--- src/rtl/codec_cfg_pkg.sv ---
// codec_cfg_pkg: WM8731 address, init register table, line-in gain table and sequencer states.
package codec_cfg_pkg;
  localparam int NUM_REGS = 11;
  localparam int LINE_L_IDX = 2;
  localparam logic [7:0] WM8731_I2C_ADDR = 8'h34;
  localparam logic [15:0] INIT_TBL [NUM_REGS] = '{
    16'h1E00, 16'h0C00, 16'h0017, 16'h0217, 16'h0479, 16'h0679,
    16'h0812, 16'h0A00, 16'h0E02, 16'h1000, 16'h1201
  };
  localparam logic [8:0] GAIN_TBL [4] = '{9'h017, 9'h01B, 9'h01F, 9'h013};
  typedef enum logic [2:0] {PWR_WAIT, LOAD, ISSUE, WAIT, GAP, RUN, ERROR} state_t;
endpackage

--- src/rtl/codec_cfg_rom.sv ---
// codec_cfg_rom: maps word index and pedal mode to the 16-bit {addr, data} codec word.
module codec_cfg_rom
  import codec_cfg_pkg::*;
(
  input  logic [3:0]  idx_i,
  input  logic        gain_i,
  input  logic [1:0]  mode_i,
  output logic [15:0] word_o
);
  logic [15:0] ent;
  logic [8:0]  g;
  always_comb begin
    g = GAIN_TBL[mode_i];
    ent = (idx_i < 4'(NUM_REGS)) ? INIT_TBL[idx_i] : '0;
    // gain updates address reg 0 then reg 1; table line-in entries take the live gain
    word_o = gain_i ? {6'd0, idx_i[0], g} :
             (idx_i == 4'(LINE_L_IDX) || idx_i == 4'(LINE_L_IDX + 1)) ? {ent[15:9], g} : ent;
  end
endmodule

--- src/rtl/codec_cfg_sequencer.sv ---
// codec_cfg_sequencer: powers up the WM8731, writes its init table over I2C, then tracks pedal-mode gain changes.
module codec_cfg_sequencer
  import codec_cfg_pkg::*;
#(
  parameter int POWERUP_CYC = 50000,
  parameter int GAP_CYC     = 500,
  parameter int MAX_RETRY   = 3
) (
  input  logic        CLOCK_50,
  input  logic        reset_n,
  input  logic [1:0]  mode,
  input  logic        cfg_restart,
  input  logic        i2c_ready,
  input  logic        i2c_done,
  input  logic        i2c_nack,
  output logic        i2c_start,
  output logic [23:0] i2c_data,
  output logic        busy,
  output logic        cfg_done,
  output logic        cfg_error
);
  localparam int CW = $clog2((POWERUP_CYC > GAP_CYC ? POWERUP_CYC : GAP_CYC) + 1);
  localparam int RW = $clog2(MAX_RETRY + 1);
  state_t state_q, state_d;
  logic [CW-1:0] cnt_q, cnt_d;
  logic [RW-1:0] retry_q, retry_d;
  logic [3:0] idx_q, idx_d;
  logic [1:0] gmode_q, gmode_d;
  logic [23:0] data_q, data_d;
  logic gain_q, gain_d, start_q, start_d, done_q, done_d, err_q, err_d;
  logic cap;
  logic [3:0] last_idx;
  logic [15:0] rom_word;
  // the left line-in word samples the live mode; the right word reuses it so the pair matches
  assign cap = gain_q ? (idx_q == 4'd0) : (idx_q == 4'(LINE_L_IDX));
  assign last_idx = gain_q ? 4'd2 : 4'(NUM_REGS);
  codec_cfg_rom u_rom (
    .idx_i  (idx_q),
    .gain_i (gain_q),
    .mode_i (cap ? mode : gmode_q),
    .word_o (rom_word)
  );
  always_ff @(posedge CLOCK_50 or negedge reset_n) begin
    if (!reset_n) begin
      state_q <= PWR_WAIT;
      cnt_q <= '0;
      retry_q <= '0;
      idx_q <= '0;
      gmode_q <= '0;
      data_q <= '0;
      gain_q <= 1'b0;
      start_q <= 1'b0;
      done_q <= 1'b0;
      err_q <= 1'b0;
    end else begin
      state_q <= state_d;
      cnt_q <= cnt_d;
      retry_q <= retry_d;
      idx_q <= idx_d;
      gmode_q <= gmode_d;
      data_q <= data_d;
      gain_q <= gain_d;
      start_q <= start_d;
      done_q <= done_d;
      err_q <= err_d;
    end
  end
  always_comb begin
    state_d = state_q;
    cnt_d = cnt_q;
    retry_d = retry_q;
    idx_d = idx_q;
    gmode_d = gmode_q;
    data_d = data_q;
    gain_d = gain_q;
    start_d = 1'b0;
    done_d = done_q;
    err_d = err_q;
    unique case (state_q)
      PWR_WAIT: begin
        cnt_d = (cnt_q == CW'(POWERUP_CYC - 1)) ? '0 : cnt_q + CW'(1);
        state_d = (cnt_q == CW'(POWERUP_CYC - 1)) ? LOAD : PWR_WAIT;
      end
      LOAD: begin
        data_d = {WM8731_I2C_ADDR, rom_word};
        gmode_d = cap ? mode : gmode_q;
        state_d = ISSUE;
      end
      ISSUE: begin
        start_d = i2c_ready;
        state_d = i2c_ready ? WAIT : ISSUE;
      end
      WAIT: if (i2c_done) begin
        if (!i2c_nack) begin
          idx_d = idx_q + 4'd1;
          retry_d = '0;
          state_d = GAP;
        end else if (retry_q < RW'(MAX_RETRY)) begin
          retry_d = retry_q + RW'(1);
          state_d = GAP;
        end else begin
          err_d = 1'b1;
          state_d = ERROR;
        end
      end
      GAP: if (cnt_q == CW'(GAP_CYC - 1)) begin
        cnt_d = '0;
        state_d = (idx_q == last_idx) ? RUN : LOAD;
        done_d = done_q | (idx_q == last_idx);
      end else cnt_d = cnt_q + CW'(1);
      RUN, ERROR: if (cfg_restart) begin
        state_d = LOAD;
        idx_d = '0;
        retry_d = '0;
        gain_d = 1'b0;
        done_d = 1'b0;
        err_d = 1'b0;
      end else if (state_q == RUN && mode != gmode_q) begin
        state_d = LOAD;
        idx_d = '0;
        retry_d = '0;
        gain_d = 1'b1;
      end
      default: state_d = PWR_WAIT;
    endcase
  end
  always_comb begin
    busy = !(state_q == RUN || state_q == ERROR);
    i2c_start = start_q;
    i2c_data = data_q;
    cfg_done = done_q;
    cfg_error = err_q;
  end
endmodule
--- config.mk ---
export PLATFORM = sky130hd
export DESIGN_NAME = codec_cfg_sequencer
export DESIGN_NICKNAME = d
export VERILOG_FILES = /design/src/rtl/codec_cfg_pkg.sv /design/src/rtl/codec_cfg_rom.sv /design/src/rtl/codec_cfg_sequencer.sv
export SDC_FILE = /design/constraint.sdc
export NUM_CORES = 1
export LEC_CHECK = 0
export BUFFER_PORTS_ARGS = -buffer_cell sky130_fd_sc_hd__buf_2
export CORE_MARGIN = 3
export CORE_UTILIZATION = 59
export CTS_BUF_LIST = sky130_fd_sc_hd__clkbuf_4 sky130_fd_sc_hd__clkbuf_8
export DETAILED_ROUTE_END_ITERATION = 7
export GPL_TIMING_DRIVEN = 0
export PLACE_DENSITY = 0.82
export REMOVE_ABC_BUFFERS = 1
export SYNTH_ARGS = -nofsm -noshare
export SYNTH_HDL_FRONTEND = slang
export SYNTH_SLANG_ARGS = --single-unit
--- constraint.sdc ---
create_clock -name CLOCK_50 -period 2 [get_ports CLOCK_50]
set_input_delay 0.3 -clock CLOCK_50 [delete_from_list [all_inputs] [get_ports CLOCK_50]]
set_output_delay 0.3 -clock CLOCK_50 [all_outputs]
set_load 0.02 [all_outputs]
==> summary.md, run 1 <==
| Metric | Value |
|---|---|
| Total GRT Usage | `23.8%` |
| Layout cell share with drive strength beyond 1 | `22.4%` |
| Final Net Count | `330` |
| Post-Route Skew | `0.0126 ns` |
| CP top delay family | `simple AND/OR/NAND/NOR gates` |
| Slew @ Worst Pin | `0.941 ns` |
| Drt first pass iters | `5` |
| M3 GR Usage | `4.16%` |
| CP max stage delay | `0.56 ns` |
| Status | `complete, no violations` |
| Int Power | `2420 uW` |
| Clock power frac | `19.9%` |
| Vias in the first global route | `2071` |
| Max-slew violations | `0` |
| Switching share of power | `42.8%` |
| Clock tree buffer depth | `2` |
| DR vias/cell | `5.96` |
| Sequential power share | `35.6%` |
| PwrDens | `1450 nW/um2` |
| Final Cycle Share | `99.0%` |
| # IOs | `36` |
| Critical Path RT | `2.20 ns` |
| LEAKAGE | `0.00131 uW` |
| Area growth from synthesis to layout | `12.9%` |
| Initial Util | `62.9%` |
| Setup_tns | `0 ns` |
| Worst Hold Class | `in2async` |
| Final WL | `5760 um` |
| Post-synth top cells | `42 x dfrtp_1, 34 x nand2_1, 27 x o21ai_0, 20 x nor2_1, 17 x a21oi_1` |
| Clock Latency Late Sink | `0.30 ns` |
| ANT cells | `0` |
| Fmax | `0.505 GHz` |
| IR drop worst, VDD | `0.952 mV` |
| Max-slew headroom | `37.3%` |
| Congestion Overflow GR | `0` |
| Synth Register Bits | `42` |
| Fin. Hold Viols | `0` |
| Drt initial violations | `228` |
| Num CTS Buffers | `5` |
| Crit-path cells | `or4_4 > nor4_4 > mux2_4 > nor3_2 > a21o_1` |
| Ys flop type | `dfrtp_1` |
| Wire per inst | `15.9 um` |
| Met2 Use GR | `36.0%` |
| R2r startpoint | `cnt_q[2]` |
| Most frequent cell after synthesis | `dfrtp_1` |
| Crit path time final | `1.98 ns` |
| Crit start category | `flop` |
| ANT nets after route | `0` |
| Post-Synthesis Cells | `286` |
| Synth area leader | `dfrtp_1` |
| Hold Buf Count CTS | `0` |
| Top cell type's share of synthesized area | `40.6%` |
| Die width | `72.2 um` |
| H-tree levels | `2` |
| Critical Path Start | `cnt_q[2]` |
| Crit path max fanout | `5` |
| GRT busiest layer | `met2` |
| Yosys cell types | `50` |
| Worst path arrival time | `2.18 ns` |
| I/O Buffers | `25` |
| RSZ-0062 raised after global routing | `yes` |
| CTS tree | `built` |
| Kind of critical path | `reg2reg` |
| Clock Tree Root | `clkbuf_8` |
| Fillers | `322` |
| GR Util met1 | `34.5%` |
| CP Capture Type | `flop` |
| Synth area leaders | `dfrtp_1 41%, ha_1 5.3%, o21ai_0 5.2%, nand2_1 4.9%, buf_4 3.8%` |
| Largest net degree at the start of global routing | `43` |
| Worst-path clk slew | `0.08 ns` |
| Ys async rst share | `100%` |
| First-pass GRT wire length | `9780 um` |
| Clock sinks | `42` |
| Antenna violations before repair | `0` |
| Combinational power share | `44.5%` |
| Ys Warns | `0` |
| Buf/Inv on CP | `0` |
| Sequential fraction of the synthesis area | `40.6%` |
| Routability cong. | `0.885` |
| Syn_area_per_cell | `9.05 um2` |
| Final Core Density | `71.0%` |
| Die H | `72.2 um` |
| Number of flops mapped to enable cells by yosys | `0` |
| Via Count | `2157` |
| # setup viols final | `0` |
| MaxCap Viol Count | `0` |
| NetSw | `1810 uW` |
| Post-route DRC | `0` |
| Core Rows | `23` |
| Core area | `4120 um2` |
| Detail Placement HPWL | `3750 um` |
| Synthesized area | `2590 um2` |
| DIE AREA | `5220 um2` |
| Slowest CP cell | `or4_4` |
-- repair_timing --
item                                    in CTS  in global routing
pin swaps                                    0                  2
setup buffers                                0                  6
endpoints found under the setup margin       9                 22
gates resized for setup                      5                 15
-- sequential cells by signal, summed over array words and instances (netlist names) --
name and flops:
cnt_q 16, i2c_data 11, idx_q 4, state_q 3, gmode_q 2, retry_q 2, cfg_done 1, cfg_error 1
gain_q 1, i2c_start 1
-- through the flow --
stage	worst slack, ns	cell area, um2	instances	hold WS (ns)	power, uW
floorplan	0.115	2480	273	0.00441	2720
global placement	-0.100	2670	348	0.448	3130
detailed placement	-0.121	2670	348	0.455	3200
CTS	0.00354	2830	356	0.163	4090
global route	-0.0267	2920	362	0.204	4540
finish	0.0195	2920	362	0.131	4240
-- final cells by class --
cell class	instances	area [um2]	area share, %
Multi-Input combinational cell	222	1450	49.7
Timing Repair Buffer	31	170	5.82
Tap cell	50	62.6	2.14
Inverter	9	33.8	1.16
Clock inverter	2	60.1	2.06
Clock buffer	6	82.6	2.83
Sequential cell	42	1060	36.3
-- power groups by stage --
stage	Clock (uW)	Combinational [uW]	Sequential [uW]
CTS	848	1760	1490
global placement	0	1640	1480
floorplan	0	1170	1540
global route	884	2100	1560
finish	842	1890	1510
detailed placement	0	1710	1500
-- layout by cell type, fill, tap and decap left out, types with 2 or more instances in the layout --
cell type	n
a21oi_1	17
a31oi_1	2
and3_1	3
and4_1	2
buf_2	25
buf_4	6
bufinv_16	2
clkbuf_8	6
conb_1	10
dfrtp_1	35
dfrtp_2	7
ha_1	11
inv_1	8
mux2_2	5
mux2i_1	5
nand2_1	34
nand2b_1	3
nand3_1	12
nand3b_1	3
nand4_1	3
nor2_1	17
nor2_2	2
nor2b_1	4
nor3_1	10
nor3b_1	4
o21ai_0	26
o22a_1	2
o31ai_1	2
or2_2	2
or3_1	3
or4_4	2
xnor2_1	6
xor2_1	6
-- worst paths after layout --
path,to,slack (ns),cells past startpoint
setup / recovery,cnt_q[2],0.02,5
hold / removal,i2c_data[18],0.13,1
setup reg to reg,cnt_q[2],0.02,5
hold reg to reg,i2c_data[10],0.47,2
max in group asynchronous,idx_q[0],1.20,1
min in group CLOCK_50,i2c_start,0.27,2
-- worst register-to-register path, stage by stage (launching register included) --
cell and delay [ns]:
dfrtp_2 0.44, or4_4 0.56, nor4_4 0.42, mux2_4 0.26, nor3_2 0.05, a21o_1 0.14
-- routing by layer --
layer	up-vias	share of wire (%)
met3	18	6.2
met4	0	2.3
li1	1045	-
met5	-	0
met2	84	46
met1	1010	46
-- logic make-up (layout without fill, tap and decap cells) --
logic type / after synthesis / in the layout / synth area share, %
buffers and inverters: 31 / 48 / 6.58
AND/OR/NAND/NOR: 113 / 113 / 23.5
adder cells (fa/ha/maj): 11 / 11 / 5.32
XOR/XNOR: 12 / 12 / 4.06
flip-flops: 42 / 42 / 40.6
AO/OA/AOI/OAI: 64 / 64 / 14.7
multiplexers: 12 / 12 / 5.08
other: 1 / 10 / 0.145
Note: power is estimated with default switching activity, not from simulation.
==> inputs of run 2 (changes only) <==
--- a/config.mk
+++ b/config.mk
@@ -8,9 +8,8 @@
 export BUFFER_PORTS_ARGS = -buffer_cell sky130_fd_sc_hd__buf_2
 export CORE_MARGIN = 3
-export CORE_UTILIZATION = 59
-export CTS_BUF_LIST = sky130_fd_sc_hd__clkbuf_4 sky130_fd_sc_hd__clkbuf_8
+export CORE_UTILIZATION = 57
 export DETAILED_ROUTE_END_ITERATION = 7
 export GPL_TIMING_DRIVEN = 0
-export PLACE_DENSITY = 0.82
+export PLACE_DENSITY = 0.79
 export REMOVE_ABC_BUFFERS = 1
 export SYNTH_ARGS = -nofsm -noshare
==> constraint.sdc (replaced) <==
create_clock -name CLOCK_50 -period 2 [get_ports CLOCK_50]
set_input_delay 0.3 -clock CLOCK_50 [delete_from_list [all_inputs] [get_ports CLOCK_50]]
set_output_delay 0.3 -clock CLOCK_50 [all_outputs]
set_load 0.1 [all_outputs]
==> run 2 against run 1 <==
Clock-buffer cell count rose by 1. Via count rose by 2.2%. Die area rose by 3.2%. Global-route usage fell by 1.5 points. Routed wire length rose by 0.57%. Clock power fell by 32%. First-iteration DRC count fell by 4.8%. Worst hold slack barely moved. Critical path type unchanged.
==> summary.md, run 2 (synthesis gave the netlist of run 1 again) <==
| Metric | Value |
|---|---|
| Vias in the first global route | `2028` |
| Congestion Overflow GR | `0` |
| Fin. Hold Viols | `0` |
| Layout cell share with drive strength beyond 1 | `24.5%` |
| Post-route DRC | `0` |
| First-pass GRT wire length | `9510 um` |
| Clock Latency Late Sink | `0.29 ns` |
| Die width | `73.4 um` |
| # setup viols final | `0` |
| DR vias/cell | `5.99` |
| # IOs | `36` |
| R2r startpoint | `cnt_q[2]` |
| MaxCap Viol Count | `0` |
| Largest net degree at the start of global routing | `43` |
| Crit path max fanout | `4` |
| Clock power frac | `12.1%` |
| Kind of critical path | `reg2reg` |
| Combinational power share | `56.0%` |
| Final Core Density | `69.9%` |
| Total GRT Usage | `22.3%` |
| Clock tree buffer depth | `2` |
| ANT nets after route | `0` |
| Max-slew headroom | `37.2%` |
| CTS tree | `built` |
| Worst path arrival time | `2.17 ns` |
| Max reg flops | `16` |
| Most frequent cells in the layout | `36 x dfrtp_1, 34 x nand2_1, 27 x o21ai_0` |
| Drt first pass iters | `5` |
| Clock sinks | `42` |
| I/O Buffers | `25` |
| NetSw | `2520 uW` |
| Routability cong. | `0.891` |
| DIE AREA | `5380 um2` |
| Most flop-heavy register | `cnt_q` |
| Initial Util | `62.0%` |
| Post-Route Skew | `0.00239 ns` |
| Crit path time final | `1.99 ns` |
| Critical Path RT | `2.18 ns` |
| Num CTS Buffers | `5` |
| DP Area | `2670 um2` |
| Final Cycle Share | `99.5%` |
| Switching share of power | `53.2%` |
| RSZ-0062 raised after global routing | `yes` |
| CP Capture Type | `flop` |
| Crit start category | `flop` |
| Final WL | `5790 um` |
| Slew @ Worst Pin | `0.942 ns` |
| Final Net Count | `336` |
| Post-route cell area | `2920 um2` |
| Wire per inst | `15.7 um` |
| Max-slew violations | `0` |
| LEAKAGE | `0.00131 uW` |
| H-tree levels | `2` |
| PwrDens | `1620 nW/um2` |
| Hold Buf Count CTS | `0` |
| Drt initial violations | `217` |
| Via Count | `2204` |
| Area growth from synthesis to layout | `12.8%` |
| Die H | `73.4 um` |
| Fmax | `0.503 GHz` |
| Critical Path Start | `cnt_q[2]` |
| IR drop worst, VDD | `0.946 mV` |
| Detail Placement HPWL | `3860 um` |
| Worst-path clk slew | `0.08 ns` |
| Status | `complete, no violations` |
| Antenna violations before repair | `0` |
| Clock Tree Root | `clkbuf_8` |
| Sequential power share | `32.0%` |
| ANT cells | `0` |
| Core Rows | `23` |
| Commonest non-fill, non-tap cell in the layout | `dfrtp_1` |
| Int Power | `2220 uW` |
| Core area | `4170 um2` |
| Worst Hold Class | `in2async` |
## run 2: changes by cell type in the layout (fill, tap and decap cells not counted), moves of 2 or more
cell       previous run  this run
ha_1                 11         9
nor2_1               17        15
nor2_2                2         4
bufinv_16             2         0
buf_4                 6        13
ha_2                  0         2
## run 2: path summary, 6_finish.rpt
check,to,slack (ns),depth (start not counted)
max in group asynchronous,idx_q[0],1.20,1
max,cnt_q[9],0.01,5
min reg2reg,i2c_data[10],0.48,2
min,i2c_data[18],0.13,1
max reg2reg,cnt_q[9],0.01,5
min in group CLOCK_50,i2c_start,0.27,2
## run 2: final cells by class
| cell class | instances | area (um2) |
|---|---|---|
| Inverter | 9 | 33.8 |
| Fill cell | 332 | 1250 |
| Clock inverter | 1 | 5.00 |
| Sequential cell | 42 | 1060 |
| Clock buffer | 7 | 86.3 |
| Tap cell | 50 | 62.6 |
| Timing Repair Buffer | 37 | 218 |
| Multi-Input combinational cell | 222 | 1450 |
## run 2: timing repair
action | in CTS | in global routing
endpoints found under the setup margin | 11 | 19
setup buffers | 0 | 12
resized for setup | 8 | 14
pin swaps | 0 | 10
## run 2: worst max-delay path, cell delays in order, from the launching register on
cell,delay [ns]
dfrtp_2,0.43
or4_4,0.56
nor4_4,0.40
mux2i_1,0.17
nor2_2,0.25
nor2_1,0.07
## run 2: power groups by stage
stage	clock, uW	sequential, uW	combinational (uW)
2_1_floorplan	0	2150	1290
4_1_cts	576	1500	2480
5_1_grt	611	1560	2890
6_report	572	1510	2650
3_3_place_gp	0	1490	2380
3_5_place_dp	0	1500	2440
## run 2: per-layer routing
layer  vias to the layer above  track usage [%]  routed length (um)
met1                      1058             31.3                2580
li1                       1055                -                   -
met4                         0             6.44                  95
met5                         -                0                   0
met3                        13             3.15                 292
met2                        78             36.0                2820
## run 2: per-stage QoR
| stage | setup slack, ns | total power, uW | setup TNS, ns | hold slack (ns) | cells |
|---|---|---|---|---|---|
| 4_1_cts | 0.00197 | 4560 | 0 | 0.180 | 356 |
| 6_report | 0.0109 | 4730 | 0 | 0.130 | 368 |
| 3_3_place_gp | -0.108 | 3870 | -0.271 | 0.453 | 348 |
| 2_1_floorplan | -0.401 | 3440 | -1.56 | 0.00441 | 273 |
| 3_5_place_dp | -0.150 | 3940 | -0.709 | 0.460 | 348 |
| 5_1_grt | -0.0826 | 5070 | -0.344 | 0.217 | 368 |
